## config.mk

```make
export PLATFORM = sky130hd
export DESIGN_NAME = btb_predictor_flat
export DESIGN_NICKNAME = d
export VERILOG_FILES = /design/src/rtl/btb_pkg.sv /design/src/rtl/branch_prediction_if.sv /design/src/rtl/btb_sat_counter.sv /design/src/rtl/btb_predictor.sv /design/src/flat_wrapper.sv
export SDC_FILE = /design/constraint.sdc
export NUM_CORES = 1
export LEC_CHECK = 0
export ABC_CLOCK_PERIOD_IN_PS = 4650
export CAP_MARGIN = 25
export CORE_UTILIZATION = 40
export DETAILED_ROUTE_END_ITERATION = 7
export PLACE_DENSITY = 0.71
export SLEW_MARGIN = 20
export SYNTH_ARGS = -nofsm -noshare
export SYNTH_HDL_FRONTEND = slang
export SYNTH_SLANG_ARGS = --single-unit
```

## constraint.sdc

```tcl
create_clock -name CLK -period 4.65 [get_ports CLK]
set_input_delay 0.465 -clock CLK [delete_from_list [all_inputs] [get_ports CLK]]
set_output_delay 0.465 -clock CLK [all_outputs]
set_load 0.005 [all_outputs]
```

## src/rtl/btb_pkg.sv

```systemverilog
// Shared types, constants and helpers for the branch target buffer.
package btb_pkg;

   // Counter value given to a freshly allocated entry (weakly taken).
   localparam logic [1:0] CNT_WEAK_TAKEN_2 = 2'b10;
   localparam logic [0:0] CNT_WEAK_TAKEN_1 = 1'b1;

   // Performance counter word; wraps modulo 2^32.
   typedef logic [31:0] btb_stat_t;

   // Saturating step of a direction counter of the given width (1..8 bits).
   function automatic logic [7:0] sat_next(input logic [7:0] cnt,
                                           input logic taken,
                                           input int unsigned width);
      logic [7:0] max_v;
      max_v = 8'((9'd1 << width) - 9'd1);
      if (taken) begin
         return (cnt == max_v) ? cnt : cnt + 8'd1;
      end else begin
         return (cnt == 8'd0) ? cnt : cnt - 8'd1;
      end
   endfunction

endpackage

```

## src/rtl/branch_prediction_if.sv

```systemverilog
// Fetch lookup and MEM-stage update bus between the pipeline and the BTB.
interface branch_prediction_if #(
   parameter int unsigned IDX_W = 3
);
   // fetch-side lookup
   logic [31:0]      lookup_pc;
   logic             predict;
   logic [31:0]      br_target_O;
   logic [IDX_W-1:0] index_O;
   // MEM-side resolution update
   logic             upd_en;
   logic             upd_pen;
   logic [IDX_W-1:0] upd_index;
   logic [31:0]      upd_pc;
   logic             upd_taken;
   logic [31:0]      upd_target;
   logic             upd_mispredict;

   // Pipeline side: issues lookups and resolved-branch updates.
   modport master (
      output lookup_pc, upd_en, upd_pen, upd_index, upd_pc,
             upd_taken, upd_target, upd_mispredict,
      input  predict, br_target_O, index_O
   );

   // Predictor side.
   modport slave (
      input  lookup_pc, upd_en, upd_pen, upd_index, upd_pc,
             upd_taken, upd_target, upd_mispredict,
      output predict, br_target_O, index_O
   );
endinterface

```

## src/rtl/btb_sat_counter.sv

```systemverilog
// Per-entry direction counter: load has priority, otherwise saturating inc/dec.
module btb_sat_counter
   import btb_pkg::*;
#(
   parameter int unsigned CNT_W = 2
) (
   input  logic             CLK,
   input  logic             nRST,
   input  logic             load_i,
   input  logic [CNT_W-1:0] load_val_i,
   input  logic             inc_i,
   input  logic             dec_i,
   output logic [CNT_W-1:0] cnt_o
);

   logic [CNT_W-1:0] cnt_q;
   logic [CNT_W-1:0] cnt_d;

   // Next counter value; in 1-bit mode the saturating step equals "last outcome".
   always_comb begin
      cnt_d = cnt_q;
      if (load_i) begin
         cnt_d = load_val_i;
      end else if (inc_i || dec_i) begin
         cnt_d = CNT_W'(sat_next(8'(cnt_q), inc_i, CNT_W));
      end else begin
         cnt_d = cnt_q;
      end
   end

   // Counter state with asynchronous clear.
   always_ff @(posedge CLK or negedge nRST) begin
      if (!nRST) begin
         cnt_q <= '0;
      end else begin
         cnt_q <= cnt_d;
      end
   end

   assign cnt_o = cnt_q;

endmodule

```

## src/rtl/btb_predictor.sv

```systemverilog
// Branch target buffer: combinational fetch lookup, commit-on-PC-enable update,
// wrapping branch / mispredict counters.
module btb_predictor
   import btb_pkg::*;
#(
   parameter int unsigned ENTRIES = 8,
   parameter int unsigned TAG_W   = 8,
   parameter int unsigned CNT_W   = 2
) (
   input  logic                CLK,
   input  logic                nRST,
   branch_prediction_if.slave  bp,
   output btb_stat_t           br_count,
   output btb_stat_t           miss_count
);

   localparam int unsigned IDX_W  = $clog2(ENTRIES);
   // An untagged build still keeps a 1-bit tag that is always 0, so every
   // valid entry matches and the BTB behaves as index-only.
   localparam int unsigned TAG_SW = (TAG_W > 0) ? TAG_W : 1;
   localparam logic [CNT_W-1:0] CNT_WEAK = (CNT_W == 1) ? CNT_W'(CNT_WEAK_TAKEN_1)
                                                        : CNT_W'(CNT_WEAK_TAKEN_2);

   function automatic logic [IDX_W-1:0] index_of(input logic [31:0] pc);
      return IDX_W'(pc >> 2);
   endfunction

   function automatic logic [TAG_SW-1:0] tag_of(input logic [31:0] pc);
      if (TAG_W == 0) begin
         return '0;
      end else begin
         return TAG_SW'(pc >> (IDX_W + 2));
      end
   endfunction

   logic              valid_q  [ENTRIES];
   logic [TAG_SW-1:0] tag_q    [ENTRIES];
   logic [31:0]       target_q [ENTRIES];
   logic [CNT_W-1:0]  cnt_s    [ENTRIES];
   btb_stat_t         br_count_q;
   btb_stat_t         miss_count_q;

   logic              commit_s;
   logic              upd_hit_s;
   logic [IDX_W-1:0]  lk_idx_s;
   logic [CNT_W-1:0]  lk_cnt_s;
   logic              lk_hit_s;
   logic              predict_s;
   logic              unused_pc_s;

   // Only the index/tag field bits of the PCs matter.
   assign unused_pc_s = ^{bp.lookup_pc, bp.upd_pc};

   // Commit qualification and hit test for the resolving branch.
   always_comb begin
      commit_s  = bp.upd_en & bp.upd_pen;
      upd_hit_s = valid_q[bp.upd_index] & (tag_q[bp.upd_index] == tag_of(bp.upd_pc));
   end

   // Fetch lookup; reads pre-update state, there is no write-through bypass.
   always_comb begin
      lk_idx_s       = index_of(bp.lookup_pc);
      lk_cnt_s       = cnt_s[lk_idx_s];
      lk_hit_s       = valid_q[lk_idx_s] & (tag_q[lk_idx_s] == tag_of(bp.lookup_pc));
      predict_s      = lk_hit_s & lk_cnt_s[CNT_W-1];
      bp.predict     = predict_s;
      bp.br_target_O = predict_s ? target_q[lk_idx_s] : 32'd0;
      bp.index_O     = lk_idx_s;
   end

   // Entry valid/tag/target: a taken commit (re)writes the entry whether it hit
   // or missed; on a hit valid and tag are simply rewritten with the same values.
   always_ff @(posedge CLK or negedge nRST) begin
      if (!nRST) begin
         for (int i = 0; i < int'(ENTRIES); i++) begin
            valid_q[i]  <= 1'b0;
            tag_q[i]    <= '0;
            target_q[i] <= 32'd0;
         end
      end else if (commit_s && bp.upd_taken) begin
         valid_q[bp.upd_index]  <= 1'b1;
         tag_q[bp.upd_index]    <= tag_of(bp.upd_pc);
         target_q[bp.upd_index] <= bp.upd_target;
      end
   end

   // Wrapping performance counters.
   always_ff @(posedge CLK or negedge nRST) begin
      if (!nRST) begin
         br_count_q   <= 32'd0;
         miss_count_q <= 32'd0;
      end else if (commit_s) begin
         br_count_q <= br_count_q + 32'd1;
         if (bp.upd_mispredict) begin
            miss_count_q <= miss_count_q + 32'd1;
         end
      end
   end

   assign br_count   = br_count_q;
   assign miss_count = miss_count_q;

   for (genvar g = 0; g < int'(ENTRIES); g++) begin : g_cnt
      logic sel_s;
      assign sel_s = commit_s & (bp.upd_index == IDX_W'(g));

      btb_sat_counter #(.CNT_W(CNT_W)) u_cnt (
         .CLK        (CLK),
         .nRST       (nRST),
         .load_i     (sel_s & ~upd_hit_s & bp.upd_taken),
         .load_val_i (CNT_WEAK),
         .inc_i      (sel_s & upd_hit_s & bp.upd_taken),
         .dec_i      (sel_s & upd_hit_s & ~bp.upd_taken),
         .cnt_o      (cnt_s[g])
      );
   end

endmodule

```

## src/flat_wrapper.sv

```systemverilog
// flat-port wrapper written by rule: the top's interface ports become plain ports
module btb_predictor_flat import btb_pkg::*;
#(
   parameter int unsigned ENTRIES = 8,
   parameter int unsigned TAG_W   = 8,
   parameter int unsigned CNT_W   = 2
)
  (CLK, nRST, br_count, miss_count, bp_lookup_pc, bp_upd_en, bp_upd_pen, bp_upd_index, bp_upd_pc, bp_upd_taken, bp_upd_target, bp_upd_mispredict, bp_predict, bp_br_target_O, bp_index_O);
  branch_prediction_if #(.IDX_W((3))) bp_i ();
  input  logic CLK;
  input  logic nRST;
  output btb_stat_t br_count;
  output btb_stat_t miss_count;
  input wire logic [$bits(bp_i.lookup_pc)-1:0] bp_lookup_pc;
  input wire logic [$bits(bp_i.upd_en)-1:0] bp_upd_en;
  input wire logic [$bits(bp_i.upd_pen)-1:0] bp_upd_pen;
  input wire logic [$bits(bp_i.upd_index)-1:0] bp_upd_index;
  input wire logic [$bits(bp_i.upd_pc)-1:0] bp_upd_pc;
  input wire logic [$bits(bp_i.upd_taken)-1:0] bp_upd_taken;
  input wire logic [$bits(bp_i.upd_target)-1:0] bp_upd_target;
  input wire logic [$bits(bp_i.upd_mispredict)-1:0] bp_upd_mispredict;
  output wire logic [$bits(bp_i.predict)-1:0] bp_predict;
  output wire logic [$bits(bp_i.br_target_O)-1:0] bp_br_target_O;
  output wire logic [$bits(bp_i.index_O)-1:0] bp_index_O;
  assign bp_i.lookup_pc = bp_lookup_pc;
  assign bp_i.upd_en = bp_upd_en;
  assign bp_i.upd_pen = bp_upd_pen;
  assign bp_i.upd_index = bp_upd_index;
  assign bp_i.upd_pc = bp_upd_pc;
  assign bp_i.upd_taken = bp_upd_taken;
  assign bp_i.upd_target = bp_upd_target;
  assign bp_i.upd_mispredict = bp_upd_mispredict;
  assign bp_predict = bp_i.predict;
  assign bp_br_target_O = bp_i.br_target_O;
  assign bp_index_O = bp_i.index_O;
  btb_predictor #(.ENTRIES(ENTRIES), .TAG_W(TAG_W), .CNT_W(CNT_W)) u_core (.CLK(CLK), .nRST(nRST), .bp(bp_i), .br_count(br_count), .miss_count(miss_count));
endmodule
```

After elaboration in Yosys (flattened, before gate mapping)
Cells that the tools add are included.
Widths: inputs -> output; s select.
{ "totals": {"output_inout_bits": 100, "inputBits": 105, "elab_cells": 249, "register_bits": 408} }
{ "classes": {"muxes": 68, "bitwise_logic": 57, "addsub": 18, "reduce_logical": 36, "eq_ne": 33, "n_lt_le_gt_ge": 3} }
{ "op_table": {"columns": ["operator", "n"], "rows": [
  ["$bwmux 256", 1],
  ["$mux 32", 4],
  ["$bmux 32 s3", 1],
  ["$demux 32 s3", 1],
  ["$mux 2", 42],
  ["$add 32x1->32 const B", 2],
  ["$bwmux 64", 1],
  ["$and 1x1->1", 52],
  ["$bmux 8 s3", 2],
  ["$mux 8", 6],
  ["$ne 3x3->1 const B", 16],
  ["$demux 8 s3", 1],
  ["$reduce_and 3->1", 8],
  ["$add 2x1->2 const B", 8],
  ["$eq 2x2->1 const B", 8],
  ["$eq 8x8->1", 2],
  ["$logic_not 2->1", 8],
  ["$reduce_bool 2->1", 8],
  ["$sub 2x1->2 const B", 8],
  ["$eq 3x3->1 const B", 4],
  ["$ge 4x4->1 const B", 2],
  ["$logic_or 1x1->1", 8],
  ["$not 3->4", 2],
  ["$or 8x8->8", 1],
  ["11 further kinds", 19]
]} }

Longest topological paths before layout
{ "depth": {"ltp_word": 11, "ltp_mapped": 11, "mapped_depth_nobuf": 8} }

Cells and area by module
A second synthesis with hierarchy kept.
{ "hier_totals": {"hier_cells": 1386, "hier_area_um2": 19691.4} }
{ "by_module_without_submodules": {"columns": ["mod", "cells_per_inst", "seq_area_each_um2", "n_inst", "area_each_um2"], "rows": [
  ["btb_predictor", 1282, 9809.4, 1, 18800.5],
  ["btb_sat_counter", 13, 50.0, 8, 111.4]
]} }

Worst setup path before layout
No wires, ideal clock.
{ "synth_path": {"path_type": "in2out", "startpoint": "input bp_lookup_pc[2]", "endpoint": "output bp_br_target_O[10]", "t_arrival_ns": 2.513, "path_slack_ns": 1.672, "stages": 9, "path_buffers": 3, "cell_sequence": "buf_2 buf_2 mux4_2 mux2i_1 xnor2_1 nor4_1 nand4_1 clkbuf_1 nor2_1"} }
{ "synth_via": {"elab_chain_cells": 8, "elab_cells_between_ends": 17} }
{ "synth_lines": {"columns": ["element", "line", "rtl"], "rows": [
  ["from (decl)", "flat_wrapper.sv:14", "input wire logic [$bits(bp_i.lookup_pc)-1:0] bp_lookup_pc;"],
  ["$not 3->4 (not written as such) (*)", "btb_predictor.sv:63, btb_predictor.sv:64, btb_predictor.sv:67", null],
  ["$bmux 8 s3", "btb_predictor.sv:64", "lk_hit_s = valid_q[lk_idx_s] & (tag_q[lk_idx_s] == tag_of(bp.lookup_pc));"],
  ["$mux 8 (not written as such) (2 in series)", "btb_predictor.sv:64", null],
  ["$eq 8x8->1", "btb_predictor.sv:64", null],
  ["$and 1x1->1", "btb_predictor.sv:64", null],
  ["$and 1x1->1", "btb_predictor.sv:65", "predict_s = lk_hit_s & lk_cnt_s[CNT_W-1];"],
  ["$mux 32 (*)", "btb_predictor.sv:67", "bp.br_target_O = predict_s ? target_q[lk_idx_s] : 32'd0;"],
  ["to (decl)", "flat_wrapper.sv:23", "output wire logic [$bits(bp_i.br_target_O)-1:0] bp_br_target_O;"]
]} }
Every way passes the cells marked *; elsewhere a longest branch is shown, timed or not. The select of a mux whose other input is x is not followed.

Worst setup path in the final report
{ "layout_path": {"startpoint": "register u_core.tag_q[27] (netlist bit)", "endpoint": "output bp_br_target_O[0]"} }
{ "layout_via": {"elab_chain_cells": 7} }
{ "layout_lines": {"columns": ["element", "line", "rtl"], "rows": [
  ["from (decl)", "btb_predictor.sv:37", "logic [TAG_SW-1:0] tag_q [ENTRIES];"],
  ["from (signal, indexed assignment)", "btb_predictor.sv:82", "tag_q[bp.upd_index] <= tag_of(bp.upd_pc);"],
  ["$bmux 8 s3", "btb_predictor.sv:64", null],
  ["$mux 8 (not written as such) (2 in series)", "btb_predictor.sv:64", null],
  ["$eq 8x8->1", "btb_predictor.sv:64", null],
  ["$and 1x1->1", "btb_predictor.sv:64", null],
  ["$and 1x1->1", "btb_predictor.sv:65", null],
  ["$mux 32", "btb_predictor.sv:67", null]
]} }
Every way passes these cells. The select of a mux whose other input is x is not followed.

==> run summary <==
Fin. Hold Viols = 0
CTS root buf = clkbuf_16
Clock transition at path regs = 0.06 ns
Worst slack, placed = 0.698 ns
Lkg Pwr = 10.5 nW
Boundary Pins = 205
Grt met2 use = 32.9%
Layout cells sized above 1 = 20.9%
DR vias = 13.4k
Placed inst area = 0.0215 mm^2
Max-slew headroom = 37.7%
Overall die area = 0.0489 mm^2
Number of flops mapped to enable cells by yosys = 0
Post-DRT Antenna Nets = 0
Post-CTS Resized = 0
PD cells = 417 mW/mm^2
Starting Density = 40.9%
Startpoint types = register
DP Wirelength = 30400 um
Tot GR Track Use = 20.1%
Yosys cell types = 54
Count of buffers from port buffering = 159
CP max-delay cell = clkdlybuf4s50_1
First-pass GRT wire length = 77500 um
H-tree depth = 2
Worst-path fanout max = 16
Routed length per instance = 19.7 um
Rows = 79
RSZ-0062 raised after global routing = no
Sinks on Clock Net = 408
Via density = 5.44
Buf/Inv on CP = 2
GRT overflow = 0
CTS Buffer Depth = 3
GR Util met1 = 27.2%
Max_cap viols = 0
Max Fclk = 256 MHz
Nets@finish = 1925
Final instance area = 0.0230 mm^2
Worst skew pair latency = 0.57 ns
Core footprint = 0.0470 mm^2
Pre-antenna DRT Iters = 5
Gate Count Post-Synth = 1680
Mapped cell area = 0.0192 mm^2
Synthesis-stage register bit count = 408
Final WL = 48500 um
Detailed Route Iter0 Violations = 972
Max-slew violation count = 0
Placer congestion estimate = 0.824
Tightest Pin Transition = 0.933 ns
Met3 global-route usage = 4.28%
Final setup margin = 0.739 ns
Post-Syn Nets = 1787
Critical Path End Type = output port
Status = completed
Final setup fails = 0
Crit path max-delay family = simple AND/OR/NAND/NOR gates
Type of the worst setup path = reg -> out
Final period util = 84.1%
Async SR Flop Fraction = 100%
Ys flop type = dfrtp_1
HP Class = reg -> reg
Area grow syn2layout = 19.5%
Yosys warnings = 0
CTS tree = done
Cts bufs inserted = 44
Largest net degree at the start of global routing = 133
CP cell instances = mux4_2 > mux2i_1 > xnor2_1 > nor4_1 > nand4_1 > buf_4 > nor2_1 > clkdlybuf4s50_1
DIE WIDTH = 221 um
Die Span Y = 221 um
Clk_skew = 0.0213 ns
WHS = 0.471 ns
Setup_tns = 0 ns
Vias in the first global route = 13.7k
Crit-path max cell delay = 0.52 ns
Post-synthesis sequential area ratio = 53.2%
VDD IR-drop max = 0.253 mV
Critical Path RT = 4.18 ns
Most common cell after layout, fill and taps aside = nand2_1
Most frequent cells in the layout = nand2_1 (524), dfrtp_1 (408), mux2_2 (165)
Crit path time final = 3.91 ns
Arr. time, crit path = 3.45 ns
Gr busiest metal = met2
Syn Area/Cell = 11.4 um^2
# DRC = 0
Initial antenna violation count = 5
worst paths after layout:
| check | from | endpoint | slack (ns) | cells after the start |
|---|---|---|---|---|
| worst max register to register | u_core.tag_q[25]$_DFFE_PN0P_ | u_core.g_cnt[0].u_cnt.cnt_o[0]$_DFFE_PN0P_ | 2.08 | 8 |
| worst min register to register | u_core.target_q[35]$_DFFE_PN0P_ | u_core.target_q[35]$_DFFE_PN0P_ | 0.47 | 2 |
| worst min-delay path | u_core.target_q[35]$_DFFE_PN0P_ | u_core.target_q[35]$_DFFE_PN0P_ | 0.47 | 2 |
| min in group asynchronous | nRST | u_core.br_count[17]$_DFFE_PN0P_ | 0.51 | 2 |
| max in group asynchronous | nRST | u_core.target_q[113]$_DFFE_PN0P_ | 2.90 | 3 |
| worst max-delay path | u_core.tag_q[27]$_DFFE_PN0P_ | bp_br_target_O[0] | 0.74 | 8 |
area by class of cell:
cell class | instances | area, um^2
antenna | 1 | 2.50
clock buffer | 67 | 1280
clock inverter | 10 | 161
fill | 4110 | 24000
inverter | 11 | 41.3
multi-input combinational | 1152 | 8560
sequential | 408 | 10200
tap | 607 | 759
timing repair buffer | 201 | 1940
layer usage:
| layer | part of all wire [%] | up-vias |
|---|---|---|
| met5 | 0.11 | - |
| met4 | 1.8 | 8 |
| met3 | 6.1 | 67 |
| li1 | - | 6002 |
| met2 | 49 | 438 |
| met1 | 43 | 6845 |
flip-flops by register name, summed over array words and instances, names as in the netlist:
register,flops
u_core.target_q,256
u_core.tag_q,64
u_core.br_count,32
u_core.valid_q,8
u_core.g_cnt.u_cnt.cnt_o,16
u_core.miss_count,32
Yosys cell counts, types with 3 or more instances:
master      n  area, um^2
nand3_1    27         135
mux2_2    165        1860
o311ai_0    3        26.3
o22a_1      4        35.0
clkbuf_1   83         312
xnor2_1    50         438
a21o_1      6        45.0
nand3b_1    4        30.0
buf_2      14        70.1
mux4_2     93        2090
o31a_1      3        26.3
a21oi_1     4        20.0
nor3_1     18        90.1
nand2_1   524        1970
dfrtp_1   408       10200
nand2b_1    7        43.8
and3_1      8        50.1
a221o_1     4        40.0
xor2_1     27         236
a22oi_1     4        30.0
o21ai_0     9        45.0
and2_1      5        31.3
o31ai_1     4        30.0
mux2i_1    53         531
buf_1       6        22.5
nor2b_1     7        43.8
inv_1      11        41.3
a22o_1      3        26.3
buf_4       5        37.5
nand4_1    17         106
nor2_1     69         259
or3_1       3        18.8
or2_2       7        43.8
kinds of logic after synthesis:
logic type / count (synthesis) / synth area share, %
muxes: 311 / 23.3
buffers and inverters: 120 / 2.57
and+or+nand+nor: 707 / 15.1
DFF: 408 / 53.2
xor gates and xnor gates: 77 / 3.51
adders and majority gates: 2 / 0.130
AOI/OAI and AO/OA: 55 / 2.14
report_power, final:
| group | total, mW | switching [mW] | internal [mW] |
|---|---|---|---|
| sequential | 4.54 | 0.381 | 4.16 |
| clock | 3.50 | 1.39 | 2.11 |
| combinational | 1.53 | 0.657 | 0.874 |
worst register-to-register path: stages, from the launching register on:
cell and delay (ns):
dfrtp_1 0.40, mux4_2 0.48, mux2i_1 0.17, xnor2_1 0.13, nor3_2 0.15, nand4_1 0.12, buf_4 0.22, or2_1 0.41
a221o_1 0.37
through the flow:
stage          power [mW]  instances  util [%]
6_report             9.57       2457      48.9
5_1_grt              10.1       2457      48.9
4_1_cts              9.67       2455      48.9
3_5_place_dp         6.14       2377      45.8
3_3_place_gp         6.03       2377      45.8
2_1_floorplan        5.54       1680         -
timing repair:
action | in CTS | in global routing
hold endpoints to repair | 39 | 0
buffers inserted | 0 | 0
hold buffers | 1 | 0
(Power assumes the default switching activity.)
